### config.mk
export PLATFORM = sky130hd
export DESIGN_NAME = pipelined_adder_flat
export DESIGN_NICKNAME = d
export VERILOG_FILES = /design/src/rtl/adder_pkg.sv /design/src/rtl/pipelined_adder_if.sv /design/src/rtl/adder_slice.sv /design/src/rtl/pipelined_adder.sv /design/src/flat_wrapper.sv
export SDC_FILE = /design/constraint.sdc
export NUM_CORES = 1
export LEC_CHECK = 0
export CAP_MARGIN = 20
export CORE_AREA = 2 2 91 93
export CTS_CLUSTER_DIAMETER = 60
export DETAILED_ROUTE_END_ITERATION = 12
export DIE_AREA = 0 0 93 95
export PLACE_DENSITY = 0.84
export SYNTH_ARGS = -nofsm -noshare
export SYNTH_HDL_FRONTEND = slang
export SYNTH_SLANG_ARGS = --single-unit
### constraint.sdc
create_clock -name CLK -period 5.4 [get_ports CLK]
set_clock_uncertainty 0.1 [all_clocks]
set_input_delay 0.81 -clock CLK [delete_from_list [all_inputs] [get_ports CLK]]
set_output_delay 0.81 -clock CLK [all_outputs]
set_load 0.02 [all_outputs]
### src/rtl/adder_pkg.sv
// adder_pkg: shared types and elaboration helpers for pipelined_adder.
// Optional feature macro: ADDER_OVF_EN (adds the registered overflow bit to
// the stage record).
package adder_pkg;

  // Widest operand the stage record can carry.
  localparam int MAX_WIDTH = 64;

  // One pipeline stage's registered contents. Vectors are sized for the
  // widest build; a given instance uses bits [WIDTH-1:0] only.
  typedef struct packed {
    logic                 valid;  // stage holds a real beat
    logic                 carry;  // carry out of the highest slice added so far
`ifdef ADDER_OVF_EN
    logic                 ovf;    // signed overflow, meaningful in the last stage
`endif
    logic [MAX_WIDTH-1:0] sum;    // sum chunks already produced, in place
    logic [MAX_WIDTH-1:0] a_rem;  // operand A chunks still to be added, in place
    logic [MAX_WIDTH-1:0] b_rem;  // operand B chunks still to be added, in place
  } stage_reg_t;

  // Width of each slice of the carry chain.
  function automatic int chunk_width(input int width, input int stages);
    if (stages < 32'sd1) begin
      return width;
    end else begin
      return width / stages;
    end
  endfunction

  // True when the WIDTH/STAGES pair can be built: positive sizes, slices of
  // equal width, and operands that fit the stage record.
  function automatic bit cfg_ok(input int width, input int stages);
    return (width >= 32'sd1) && (stages >= 32'sd1) &&
           (width <= MAX_WIDTH) && ((width % stages) == 32'sd0);
  endfunction

endpackage

### src/rtl/pipelined_adder_if.sv
// pipelined_adder_if: operand-in / result-out handshake bundle of the adder.
// Optional feature macro: ADDER_OVF_EN (adds the OVF result bit).
interface pipelined_adder_if #(
  parameter int WIDTH = 16
);

  logic             IN_VALID;
  logic             IN_READY;
  logic [WIDTH-1:0] A;
  logic [WIDTH-1:0] B;
  logic             C_I;
  logic             OUT_VALID;
  logic             OUT_READY;
  logic [WIDTH-1:0] S;
  logic             C_O;
`ifdef ADDER_OVF_EN
  logic             OVF;
`endif

  // Producer of operands and consumer of results.
  modport master (
    output IN_VALID, A, B, C_I, OUT_READY,
`ifdef ADDER_OVF_EN
    input  OVF,
`endif
    input  IN_READY, OUT_VALID, S, C_O
  );

  // The adder itself.
  modport slave (
    input  IN_VALID, A, B, C_I, OUT_READY,
`ifdef ADDER_OVF_EN
    output OVF,
`endif
    output IN_READY, OUT_VALID, S, C_O
  );

endinterface

### src/rtl/adder_slice.sv
// adder_slice: purely combinational CW-bit ripple adder, one slice of the
// pipelined carry chain.
// Optional feature macro: ADDER_OVF_EN (exposes c_msb, the carry into the
// slice's top bit, needed for signed overflow in the final slice).
module adder_slice #(
  parameter int CW = 4
) (
  input  logic [CW-1:0] a,
  input  logic [CW-1:0] b,
  input  logic          c_i,
`ifdef ADDER_OVF_EN
  output logic          c_msb,
`endif
  output logic [CW-1:0] s,
  output logic          c_o
);

  logic [CW:0] w_sum;

  // CW+1-bit add: low CW bits are the chunk, the top bit is the slice carry.
  assign w_sum = {1'b0, a} + {1'b0, b} + {{CW{1'b0}}, c_i};
  assign s     = w_sum[CW-1:0];
  assign c_o   = w_sum[CW];

`ifdef ADDER_OVF_EN
  // The carry into the top bit is recovered from that bit's sum and operands,
  // which also holds for a one-bit slice.
  assign c_msb = w_sum[CW-1] ^ a[CW-1] ^ b[CW-1];
`endif

endmodule

### src/rtl/pipelined_adder.sv
// pipelined_adder: WIDTH-bit ripple-carry adder whose carry chain is cut into
// STAGES registered slices, with valid/ready handshakes on both sides. The
// whole pipeline advances together whenever the output is empty or being
// taken, so a stall holds every stage and bubbles travel as bubbles.
// Optional feature macro: ADDER_OVF_EN (registered signed-overflow output OVF).
module pipelined_adder
  import adder_pkg::*;
#(
  parameter int WIDTH  = 16,
  parameter int STAGES = 4
) (
  input logic         CLK,
  input logic         RST,
  pipelined_adder_if.slave io_bus
);

  localparam int CW = chunk_width(WIDTH, STAGES);

  if (!cfg_ok(WIDTH, STAGES)) begin : g_cfg_err
    $error("pipelined_adder: WIDTH must be 1..%0d and a multiple of STAGES", MAX_WIDTH);
  end

  // Registered stages; r_stage[STAGES-1] drives the result port.
  stage_reg_t       r_stage [STAGES];
  stage_reg_t       w_next  [STAGES];

  // What each slice sees: operands, sum-so-far, carry-in and valid of the
  // beat about to enter that stage.
  logic [WIDTH-1:0] w_src_a   [STAGES];
  logic [WIDTH-1:0] w_src_b   [STAGES];
  logic [WIDTH-1:0] w_src_sum [STAGES];
  logic             w_src_c   [STAGES];
  logic             w_src_v   [STAGES];

  // Slice results.
  logic [CW-1:0]    w_chunk_s [STAGES];
  logic             w_chunk_c [STAGES];
`ifdef ADDER_OVF_EN
  logic             w_chunk_m [STAGES];
`endif

  logic             w_en;
  logic [WIDTH-1:0] w_pos;
  logic [WIDTH-1:0] w_a_left;
  logic [WIDTH-1:0] w_b_left;
  logic [STAGES-1:0] w_unused_stage;

  // Global advance: the last stage is empty or its result is being taken.
  assign w_en = (~r_stage[STAGES-1].valid) | io_bus.OUT_READY;

  for (genvar k = 0; k < STAGES; k++) begin : g_slice
    if (k == 0) begin : g_head
      // The head slice takes operands straight from the input beat; empty
      // beats load zeros so idle operand values never enter the pipeline.
      assign w_src_a[k]   = io_bus.IN_VALID ? io_bus.A : {WIDTH{1'b0}};
      assign w_src_b[k]   = io_bus.IN_VALID ? io_bus.B : {WIDTH{1'b0}};
      assign w_src_sum[k] = {WIDTH{1'b0}};
      assign w_src_c[k]   = io_bus.IN_VALID & io_bus.C_I;
      assign w_src_v[k]   = io_bus.IN_VALID;
    end else begin : g_tail
      // Later slices continue from the previous stage's registers.
      assign w_src_a[k]   = r_stage[k-1].a_rem[WIDTH-1:0];
      assign w_src_b[k]   = r_stage[k-1].b_rem[WIDTH-1:0];
      assign w_src_sum[k] = r_stage[k-1].sum[WIDTH-1:0];
      assign w_src_c[k]   = r_stage[k-1].carry;
      assign w_src_v[k]   = r_stage[k-1].valid;
    end

    adder_slice #(
      .CW (CW)
    ) u_slice (
      .a     (w_src_a[k][k*CW +: CW]),
      .b     (w_src_b[k][k*CW +: CW]),
      .c_i   (w_src_c[k]),
`ifdef ADDER_OVF_EN
      .c_msb (w_chunk_m[k]),
`endif
      .s     (w_chunk_s[k]),
      .c_o   (w_chunk_c[k])
    );
  end

  // Build each stage's next contents: drop the new chunk into place beside the
  // lower chunks and retire the operand chunks this slice has consumed.
  always_comb begin
    w_pos    = {WIDTH{1'b0}};
    w_a_left = {WIDTH{1'b0}};
    w_b_left = {WIDTH{1'b0}};
    for (int k = 0; k < STAGES; k++) begin
      w_pos                   = {WIDTH{1'b0}};
      w_pos[k*CW +: CW]       = w_chunk_s[k];
      w_a_left                = w_src_a[k];
      w_a_left[k*CW +: CW]    = {CW{1'b0}};
      w_b_left                = w_src_b[k];
      w_b_left[k*CW +: CW]    = {CW{1'b0}};

      w_next[k]                  = '0;
      w_next[k].valid            = w_src_v[k];
      w_next[k].carry            = w_chunk_c[k];
      w_next[k].sum[WIDTH-1:0]   = w_src_sum[k] | w_pos;
      w_next[k].a_rem[WIDTH-1:0] = w_a_left;
      w_next[k].b_rem[WIDTH-1:0] = w_b_left;
`ifdef ADDER_OVF_EN
      // Signed overflow only exists once the top slice has been added.
      if (k == STAGES - 1) begin
        w_next[k].ovf = w_chunk_m[k] ^ w_chunk_c[k];
      end else begin
        w_next[k].ovf = 1'b0;
      end
`endif
    end
  end

  // All stages move in lock-step on w_en; reset empties and zeroes every stage,
  // discarding any beat in flight.
  always_ff @(posedge CLK) begin
    if (RST) begin
      for (int k = 0; k < STAGES; k++) begin
        r_stage[k] <= '0;
      end
    end else if (w_en) begin
      for (int k = 0; k < STAGES; k++) begin
        r_stage[k] <= w_next[k];
      end
    end
  end

  // Fold the stage records into a sink: the record is sized for the widest
  // build and the last stage's operand fields are always empty.
  always_comb begin
    w_unused_stage = {STAGES{1'b0}};
    for (int k = 0; k < STAGES; k++) begin
      w_unused_stage[k] = ^r_stage[k];
    end
  end

  // Ready is the advance condition itself, the only combinational output path.
  assign io_bus.IN_READY  = w_en;
  assign io_bus.OUT_VALID = r_stage[STAGES-1].valid;
  assign io_bus.S         = r_stage[STAGES-1].sum[WIDTH-1:0];
  assign io_bus.C_O       = r_stage[STAGES-1].carry;
`ifdef ADDER_OVF_EN
  assign io_bus.OVF       = r_stage[STAGES-1].ovf;
`endif

endmodule

### src/flat_wrapper.sv
// flat-port wrapper written by rule: the top's interface ports become plain ports
module pipelined_adder_flat import adder_pkg::*;
#(
  parameter int WIDTH  = 16,
  parameter int STAGES = 4
)
  (CLK, RST, io_bus_IN_VALID, io_bus_A, io_bus_B, io_bus_C_I, io_bus_OUT_READY, io_bus_IN_READY, io_bus_OUT_VALID, io_bus_S, io_bus_C_O);
  pipelined_adder_if #(.WIDTH(WIDTH)) io_bus_i ();
  input logic CLK;
  input logic RST;
  input wire logic [$bits(io_bus_i.IN_VALID)-1:0] io_bus_IN_VALID;
  input wire logic [$bits(io_bus_i.A)-1:0] io_bus_A;
  input wire logic [$bits(io_bus_i.B)-1:0] io_bus_B;
  input wire logic [$bits(io_bus_i.C_I)-1:0] io_bus_C_I;
  input wire logic [$bits(io_bus_i.OUT_READY)-1:0] io_bus_OUT_READY;
  output wire logic [$bits(io_bus_i.IN_READY)-1:0] io_bus_IN_READY;
  output wire logic [$bits(io_bus_i.OUT_VALID)-1:0] io_bus_OUT_VALID;
  output wire logic [$bits(io_bus_i.S)-1:0] io_bus_S;
  output wire logic [$bits(io_bus_i.C_O)-1:0] io_bus_C_O;
  assign io_bus_i.IN_VALID = io_bus_IN_VALID;
  assign io_bus_i.A = io_bus_A;
  assign io_bus_i.B = io_bus_B;
  assign io_bus_i.C_I = io_bus_C_I;
  assign io_bus_i.OUT_READY = io_bus_OUT_READY;
  assign io_bus_IN_READY = io_bus_i.IN_READY;
  assign io_bus_OUT_VALID = io_bus_i.OUT_VALID;
  assign io_bus_S = io_bus_i.S;
  assign io_bus_C_O = io_bus_i.C_O;
  pipelined_adder #(.WIDTH(WIDTH), .STAGES(STAGES)) u_core (.CLK(CLK), .RST(RST), .io_bus(io_bus_i));
endmodule
# == After elaboration in Yosys (flattened, before gate mapping) ==
# Memory sizes are Yosys's and may differ from the RTL's.
# Index checks and enable logic that the tools add are counted.
# word_totals
ff_bits,0
ram_bits,200
word_cells,30
mem_count,1
# mem_list
memory,depth,width,read_ports,rd_clocked_by_memory_dff,write_ports,line_no,rtl
u_core.r_stage,4,50,4,0,4,pipelined_adder.sv:24,stage_reg_t r_stage [STAGES];
# op_classes
addsub,8
mux,11
n_bitwise,10
# ops
operator,count
$mux W50,4
$mux W16,2
$add A4 B4 Y5,4
$add A5 B1 Y5,4
$or A16 B12 Y16,1
$or A16 B16 Y16,1
$or A16 B8 Y16,1
$mux W1,5
$or A1 B1 Y1,5
$and A1 B1 Y1,1
$not A1 Y1,1

# == Logic depth before layout (Yosys ltp) ==
# Gate-level depths: netlist of run 1.
# An unclocked memory read counts as a cell.
# logic_depth
ltp_word,7
ltp_mapped,7
mapped_depth_nobuf,7

# == Cells and area by module ==
# Synthesis of run 1 repeated with hierarchy kept, for this count alone.
# hier_totals
cells_unflattened,291
area_unflattened_um2,4600.7
# modules_own_cells
mod,instances,cells_each,area_per_inst_um2,seq_area_each_um2
pipelined_adder,1,227,4025.1,2882.8
adder_slice,4,16,143.9,0.0

# == Least setup slack after synthesis of run 1 ==
# Ideal clock, no wire load.
# synth_path
kind,input-to-reg
startpoint,input io_bus_OUT_READY
endpoint,"memory u_core.r_stage[0][10] (netlist bit), enable pin"
setup_time_ns,0.471
arrival_time_ns,3.602
required_ns,4.829
slack_ns,1.227
cell_stages,4
n_path_buf,2
path_cell_list,nand2b_4 buf_6 clkbuf_1 nand2b_1
# synth_lines
element,line_no,rtl
from (decl),flat_wrapper.sv:15,input wire logic [$bits(io_bus_i.OUT_READY)-1:0] io_bus_OUT_READY;
to (decl),pipelined_adder.sv:24,

# == Worst setup path in the final report of run 1 ==
# layout_path
startpoint,input io_bus_OUT_READY
endpoint,output io_bus_IN_READY
# layout_between
elab_chain_len,1
# layout_lines
element,line_no,rtl
$or A1 B1 Y1,pipelined_adder.sv:49,assign w_en = (~r_stage[STAGES-1].valid) | io_bus.OUT_READY;
to (decl),flat_wrapper.sv:16,output wire logic [$bits(io_bus_i.IN_READY)-1:0] io_bus_IN_READY;
# No other way between the ends.

==> run_results.csv, run 1 <==
group,metric,value,unit
run_status,status,"finished clean",
global_routing,grt_pass1_wl,8.49,mm
setup_path,crit_type,"input port to output port",
drt,vias,2184,
drt,routed_wl,5.43,mm
drt,drc,0,
setup_path,critPathCaptureType,"output port",
drt,wl_per_cell,12.1,um
clock_network,clk_pin_slew_worst_paths,90,ps
setup_path,crit_chain,"clkdlybuf4s50_1 > nand2b_4 > clkdlybuf4s50_1",
clock_network,htree_levels,3,
setup_path,crit_path_frequent_cell,"clkdlybuf4s50_1",
clock_network,clock-root-buffer,"clkbuf_8",
placed_design,pre_cts_slack,2090,ps
hold_path,hp-class,"register to register",
sta,fmax,299,MHz
finish,synthToLayoutAreaGrowth,20.2,%
logic_synthesis,syn_avg_cell_area,14.7,sq um
clock_network,clock-sinks,96,
die,io_pins,56,
clock_network,cts_made_buffers,9,
logic_synthesis,ys_seq_area_share,68.2,%
sta,rsz0062_at_grt,"no",
sta,timing.slew.headroom,60.2,%
setup_path,arrival,2430,ps
placed_design,dpl.hpwl,3.31,mm
finish,fin_nets,395,
global_routing,grtUsageTotal,12.7,%
pwr,power,1.50,mW
sta,setup_viol,0,
drt,drtPass1Iterations,5,
logic_synthesis,netlist_area,4230,sq um
logic_synthesis,ys_warn_count,0,
logic_synthesis,syn_inst,287,
finish,fill_cells,586,
sta,period_minus_slack,3340,ps
global_routing,overflow,0,
sta,slew_viol_final,0,
pwr,power.leakage,2.30,nW
clock_network,cts_tree,"yes",
logic_synthesis,synth_top_area_share,68.2,%
placed_design,io_buffer_count,55,
setup_path,cpPeakStageDelay,700,ps
clock_network,cts_buffer_depth,2,
flow_run,maxCapViolations,0,
drt,viasPerCell,4.88,
logic_synthesis,ys_seq_elements,96,
finish,reg.largest.list,"u_core.r_stage x96",
clock_network,clk_latency,370,ps
global_routing,grt_max_degree,97,
clock_network,cts-resized-gates,0,
sta,hold_viol_final,0,
clock_network,hold_buffers,0,
logic_synthesis,netlist_top_cells_area,"edfxtp_1 68%, and3_1 8.1%, and2_4 3.9%",
die,start_util,53.3,%
logic_synthesis,post_synth_num_cell_types,26,
die,fp.dieW,93,um
die,die_h,95,um
finish,insertedDiodeCount,0,
sta,fin_ws,2060,ps
finish,largest_reg_flops,96,
die,dieArea,8840,sq um
die,coreArea,7930,sq um
setup_path,crit_required,4490,ps
sta,fin_crit_sh,61.9,%
pwr,p_per_area,295,nW/um^2
global_routing,grt_pass1_vias,2002,
sta,worst_pin_slew,595,ps
finish,regMostFlops,"u_core.r_stage",
clock_network,cts_setup_buffers,0,
drt,ant_nets,0,
setup_path,slowest_stage,"clkdlybuf4s50_1",
drt,drt_iter0_markers,119,
placed_design,gp_congestion,0.750,
finish,drive_above_1_share,11.7,%
setup_path,crit_fanout,62,
logic_synthesis,yosysTopAreaCell,"edfxtp_1",
pwr,ir_drop,144,uV
die,rows,33,
setup_path,critPathLaunchType,"input port",
global_routing,antenna_found_initial,0,
sta,tns,0,ps
logic_synthesis,synth_nets,344,
## synthesized netlist by cell type, drive strengths merged
cell type  count
a21oi         10
nand2          6
clkbuf        10
nand2b         2
nor3b          1
xnor2          1
fa             8
nand3          3
edfxtp        96
inv           18
nand3b         4
ha            12
nor2           7
and3          56
o21ai          3
buf            7
mux2i          2
and2          28
a21o           3
nor3           4
nor2b          6
## layout by cell type (no fill, tap or decap), drive strengths merged
master / Yosys / layout
nor2: 7 / 7
nor3b: 1 / 1
nand2: 6 / 6
bufinv: 0 / 2
a21oi: 10 / 10
and2: 28 / 28
mux2i: 2 / 2
clkinv: 0 / 1
nand2b: 2 / 2
inv: 18 / 21
buf: 7 / 2
nand3: 3 / 3
clkbuf: 10 / 9
a21o: 3 / 3
clkinvlp: 0 / 1
xnor2: 1 / 1
o21ai: 3 / 3
nor2b: 6 / 6
nor3: 4 / 4
clkdlybuf4s50: 0 / 55
ha: 12 / 12
and3: 56 / 56
edfxtp: 96 / 96
nand3b: 4 / 4
fa: 8 / 8
## worst max-delay path, delay by kind of cell
family / cells / cell delay (ps)
AND/OR/NAND/NOR: 1 / 440
buffers and inverters: 2 / 1160
## path summary, 6_finish.rpt
path	from	to	slack, ps	depth (start not counted)
max	io_bus_OUT_READY	io_bus_IN_READY	2060	3
min	u_core.r_stage[0][32]$_SDFFCE_PN0P_	u_core.r_stage[1][32]$_SDFFCE_PN0P_	450	1
max reg2reg	u_core.r_stage[3][49]$_SDFFCE_PN0P_	u_core.r_stage[1][34]$_SDFFCE_PN0P_	3340	3
min reg2reg	u_core.r_stage[0][32]$_SDFFCE_PN0P_	u_core.r_stage[1][32]$_SDFFCE_PN0P_	450	1
## kinds of logic (layout without fill, tap and decap cells)
| kind of cell | Yosys count | in the layout | share of synthesized area, % |
|---|---|---|---|
| multiplexers | 2 | 2 | 0.474 |
| adder cells (fa/ha/maj) | 20 | 20 | 7.34 |
| buffers and inverters | 35 | 91 | 3.82 |
| flip-flops | 96 | 96 | 68.2 |
| XOR/XNOR | 1 | 1 | 0.207 |
| AND/OR/NAND/NOR | 117 | 117 | 17.9 |
| AO/OA/AOI/OAI | 16 | 16 | 2.07 |
## per-stage QoR
stage	utilization, %	area (sq um)	instances	hold WS [ps]
floorplan	-	4230	287	428
detailed placement	60.9	4830	431	436
global route	64.1	5080	448	472
CTS	63.8	5060	447	452
finish	64.1	5080	448	453
global placement	60.9	4830	431	430
## power by group
| group | switching [mW] | internal (mW) |
|---|---|---|
| combinational | 0.0484 | 0.0639 |
| clock | 0.255 | 0.266 |
| sequential | 0.00953 | 0.854 |
| total | 0.313 | 1.18 |
## cell type report
| cell class | count | area [sq um] | area share (%) |
|---|---|---|---|
| flip-flops and latches | 96 | 2880 | 56.7 |
| well taps | 105 | 131 | 2.58 |
| clock buffers | 9 | 124 | 2.44 |
| multi-input cells | 156 | 1190 | 23.4 |
| inverters | 18 | 67.6 | 1.33 |
| repair buffers | 57 | 586 | 11.5 |
| clock inverters | 7 | 101 | 1.99 |
## routing by layer
metal  share of wire, %  track usage (%)  routed length [um]  vias to the layer above
met5                  0                0                   0                        -
met4                1.7             6.37                  90                        0
met3                4.9             4.39                 268                       11
met2                 49             21.7                2660                       61
met1                 44             14.0                2410                      981
li1                   -                -                   -                     1131
No activity file was read; power rests on OpenSTA's default activity.
==> run 2, diff against run 1 <==
--- a/config.mk
+++ b/config.mk
@@ -6,11 +6,11 @@
 export NUM_CORES = 1
 export LEC_CHECK = 0
 export CAP_MARGIN = 20
-export CORE_AREA = 2 2 91 93
+export CORE_AREA = 2 2 96 98
 export CTS_CLUSTER_DIAMETER = 60
 export DETAILED_ROUTE_END_ITERATION = 12
-export DIE_AREA = 0 0 93 95
-export PLACE_DENSITY = 0.84
+export DIE_AREA = 0 0 98 100
+export PLACE_DENSITY = 0.8
 export SYNTH_ARGS = -nofsm -noshare
 export SYNTH_HDL_FRONTEND = slang
 export SYNTH_SLANG_ARGS = --single-unit
==> constraint.sdc (replaced) <==
create_clock -name CLK -period 2.9 [get_ports CLK]
set_clock_uncertainty 0.1 [all_clocks]
set_input_delay 0.435 -clock CLK [delete_from_list [all_inputs] [get_ports CLK]]
set_output_delay 0.435 -clock CLK [all_outputs]
set_load 0.02 [all_outputs]
==> run_results.csv, run 2 (synthesized netlist as in run 1, its figures left out) <==
group,metric,value,unit
global_routing,grtUsageTotal,11.8,%
sta,setup_viol,0,
pwr,p_comb_share,8.0,%
sta,hold_viol_final,0,
setup_path,critPathLaunchType,"input port",
sta,rsz0062_at_grt,"no",
setup_path,crit_fanout,20,
clock_network,hold_buffers,0,
drt,wl_per_cell,12.3,um
die,fp.dieW,98,um
pwr,swShare,19.5,%
global_routing,overflow,0,
drt,drtPass1Iterations,7,
clock_network,cts-resized-gates,0,
finish,insertedDiodeCount,0,
die,rows,35,
setup_path,cpPeakStageDelay,650,ps
die,coreArea,8890,sq um
setup_path,slowest_stage,"clkdlybuf4s50_1",
finish,synthToLayoutAreaGrowth,21.7,%
drt,routed_wl,5.68,mm
placed_design,io_buffer_count,55,
pwr,p_per_area,529,nW/um^2
placed_design,place_inst,445,
global_routing,antenna_found_initial,0,
flow_run,maxCapViolations,0,
setup_path,crit_chain,"clkdlybuf4s50_1 > nand2b_4 > clkdlybuf4s50_1",
drt,vias,2229,
pwr,p_sw,529,uW
pwr,ir_drop,252,uV
finish,regMostFlops,"u_core.r_stage",
setup_path,crit_path_frequent_cell,"clkdlybuf4s50_1",
die,start_util,47.6,%
die,dieArea,9800,sq um
clock_network,clock-sinks,96,
pwr,p_seq_share,59.2,%
placed_design,dpl.hpwl,3.82,mm
clock_network,clk_pin_slew_worst_paths,80,ps
drt,drc,0,
run_status,status,"finished clean",
setup_path,arrival,1770,ps
pwr,intPower,2.19,mW
sta,fin_crit_sh,79.5,%
finish,final_cell_count_no_fill,460,
clock_network,clock-root-buffer,"clkbuf_8",
die,die_h,100,um
setup_path,critPathCaptureType,"output port",
drt,viasPerCell,4.85,
finish,reg.largest.list,"u_core.r_stage x96",
finish,final_common_cell,"edfxtp_1",
clock_network,clk_latency,340,ps
setup_path,crit_required,2370,ps
sta,period_minus_slack,2310,ps
global_routing,grt_pass1_vias,2101,
sta,timing.slew.headroom,62.6,%
setup_path,crit_type,"input port to output port",
clock_network,cts_setup_buffers,0,
clock_network,cts_made_buffers,9,
clock_network,cts_tree,"yes",
hold_path,hp-class,"register to register",
sta,tns,0,ps
finish,drive_above_1_share,13.2,%
drt,ant_nets,0,
finish,final_cell_mix,"96 x edfxtp_1, 55 x and3_1, 55 x clkdlybuf4s50_1, 19 x and2_4, 18 x inv_1",
global_routing,grt_max_degree,37,
global_routing,grt_pass1_wl,9.18,mm
clock_network,cts_buffer_depth,2,
placed_design,gp_congestion,0.751,
sta,worst_pin_slew,560,ps
die,io_pins,56,
sta,holdWs,456,ps
pwr,power.leakage,2.33,nW
finish,fin_nets,402,
pwr,clock_power_share,32.9,%
sta,fmax,434,MHz
finish,largest_reg_flops,96,
drt,drt_iter0_markers,87,
clock_network,htree_levels,3,
sta,slew_viol_final,0,
-- run 2: cell types whose count changed in the layout (fill, tap and decap cells not counted) --
cell	change
clkinvlp_4	+1
inv_6	-2
buf_4	+5
inv_8	-1
buf_12	+3
clkinv_2	+1
buf_16	-1
-- run 2: layout make-up --
class                      instances  area [sq um]
clock buffer                       9           124
sequential                        96          2880
timing repair buffer              64           656
clock inverter                     6          85.1
fill                             715          3740
tap                              111           139
inverter                          18          67.6
multi-input combinational        156          1190
-- run 2: path summary, 6_finish.rpt --
check	start	to	slack, ps	cells after the start
max	io_bus_OUT_READY	io_bus_IN_READY	590	3
min	u_core.r_stage[2][43]$_SDFFCE_PN0P_	u_core.r_stage[3][43]$_SDFFCE_PN0P_	460	1
max reg2reg	u_core.r_stage[0][20]$_SDFFCE_PN0P_	u_core.r_stage[1][48]$_SDFFCE_PN0P_	1030	6
min reg2reg	u_core.r_stage[2][43]$_SDFFCE_PN0P_	u_core.r_stage[3][43]$_SDFFCE_PN0P_	460	1
-- run 2: power by group through the flow --
stage                     Clock [mW]  Sequential, mW  Combinational, mW
final                          0.895            1.61              0.217
after global routing           0.961            1.62              0.237
after CTS                      0.911            1.61              0.218
after detailed placement           0            1.64              0.215
after global placement             0            1.64              0.208
after floorplan                    0            1.65              0.109
-- run 2: through the flow --
stage               setup slack, ps  util [%]  cell area [sq um]  total power [mW]
finish                          594      57.9               5140              2.72
detailed placement              356      55.5               4940              1.86
floorplan                       154         -               4230              1.76
CTS                             595      57.9               5140              2.74
global placement                408      55.5               4940              1.85
global route                    565      57.9               5140              2.82
-- run 2: layer usage --
| layer | global-route usage, % | part of all wire [%] |
|---|---|---|
| met5 | 0 | 0 |
| met4 | 7.05 | 2.3 |
| met3 | 2.23 | 5.3 |
| met2 | 20.7 | 51 |
| met1 | 13.6 | 42 |
-- run 2: worst max-delay path: cells and delay by family --
kind	cells	cell delay, ps
buffers and inverters	2	1110
and+or+nand+nor	1	230
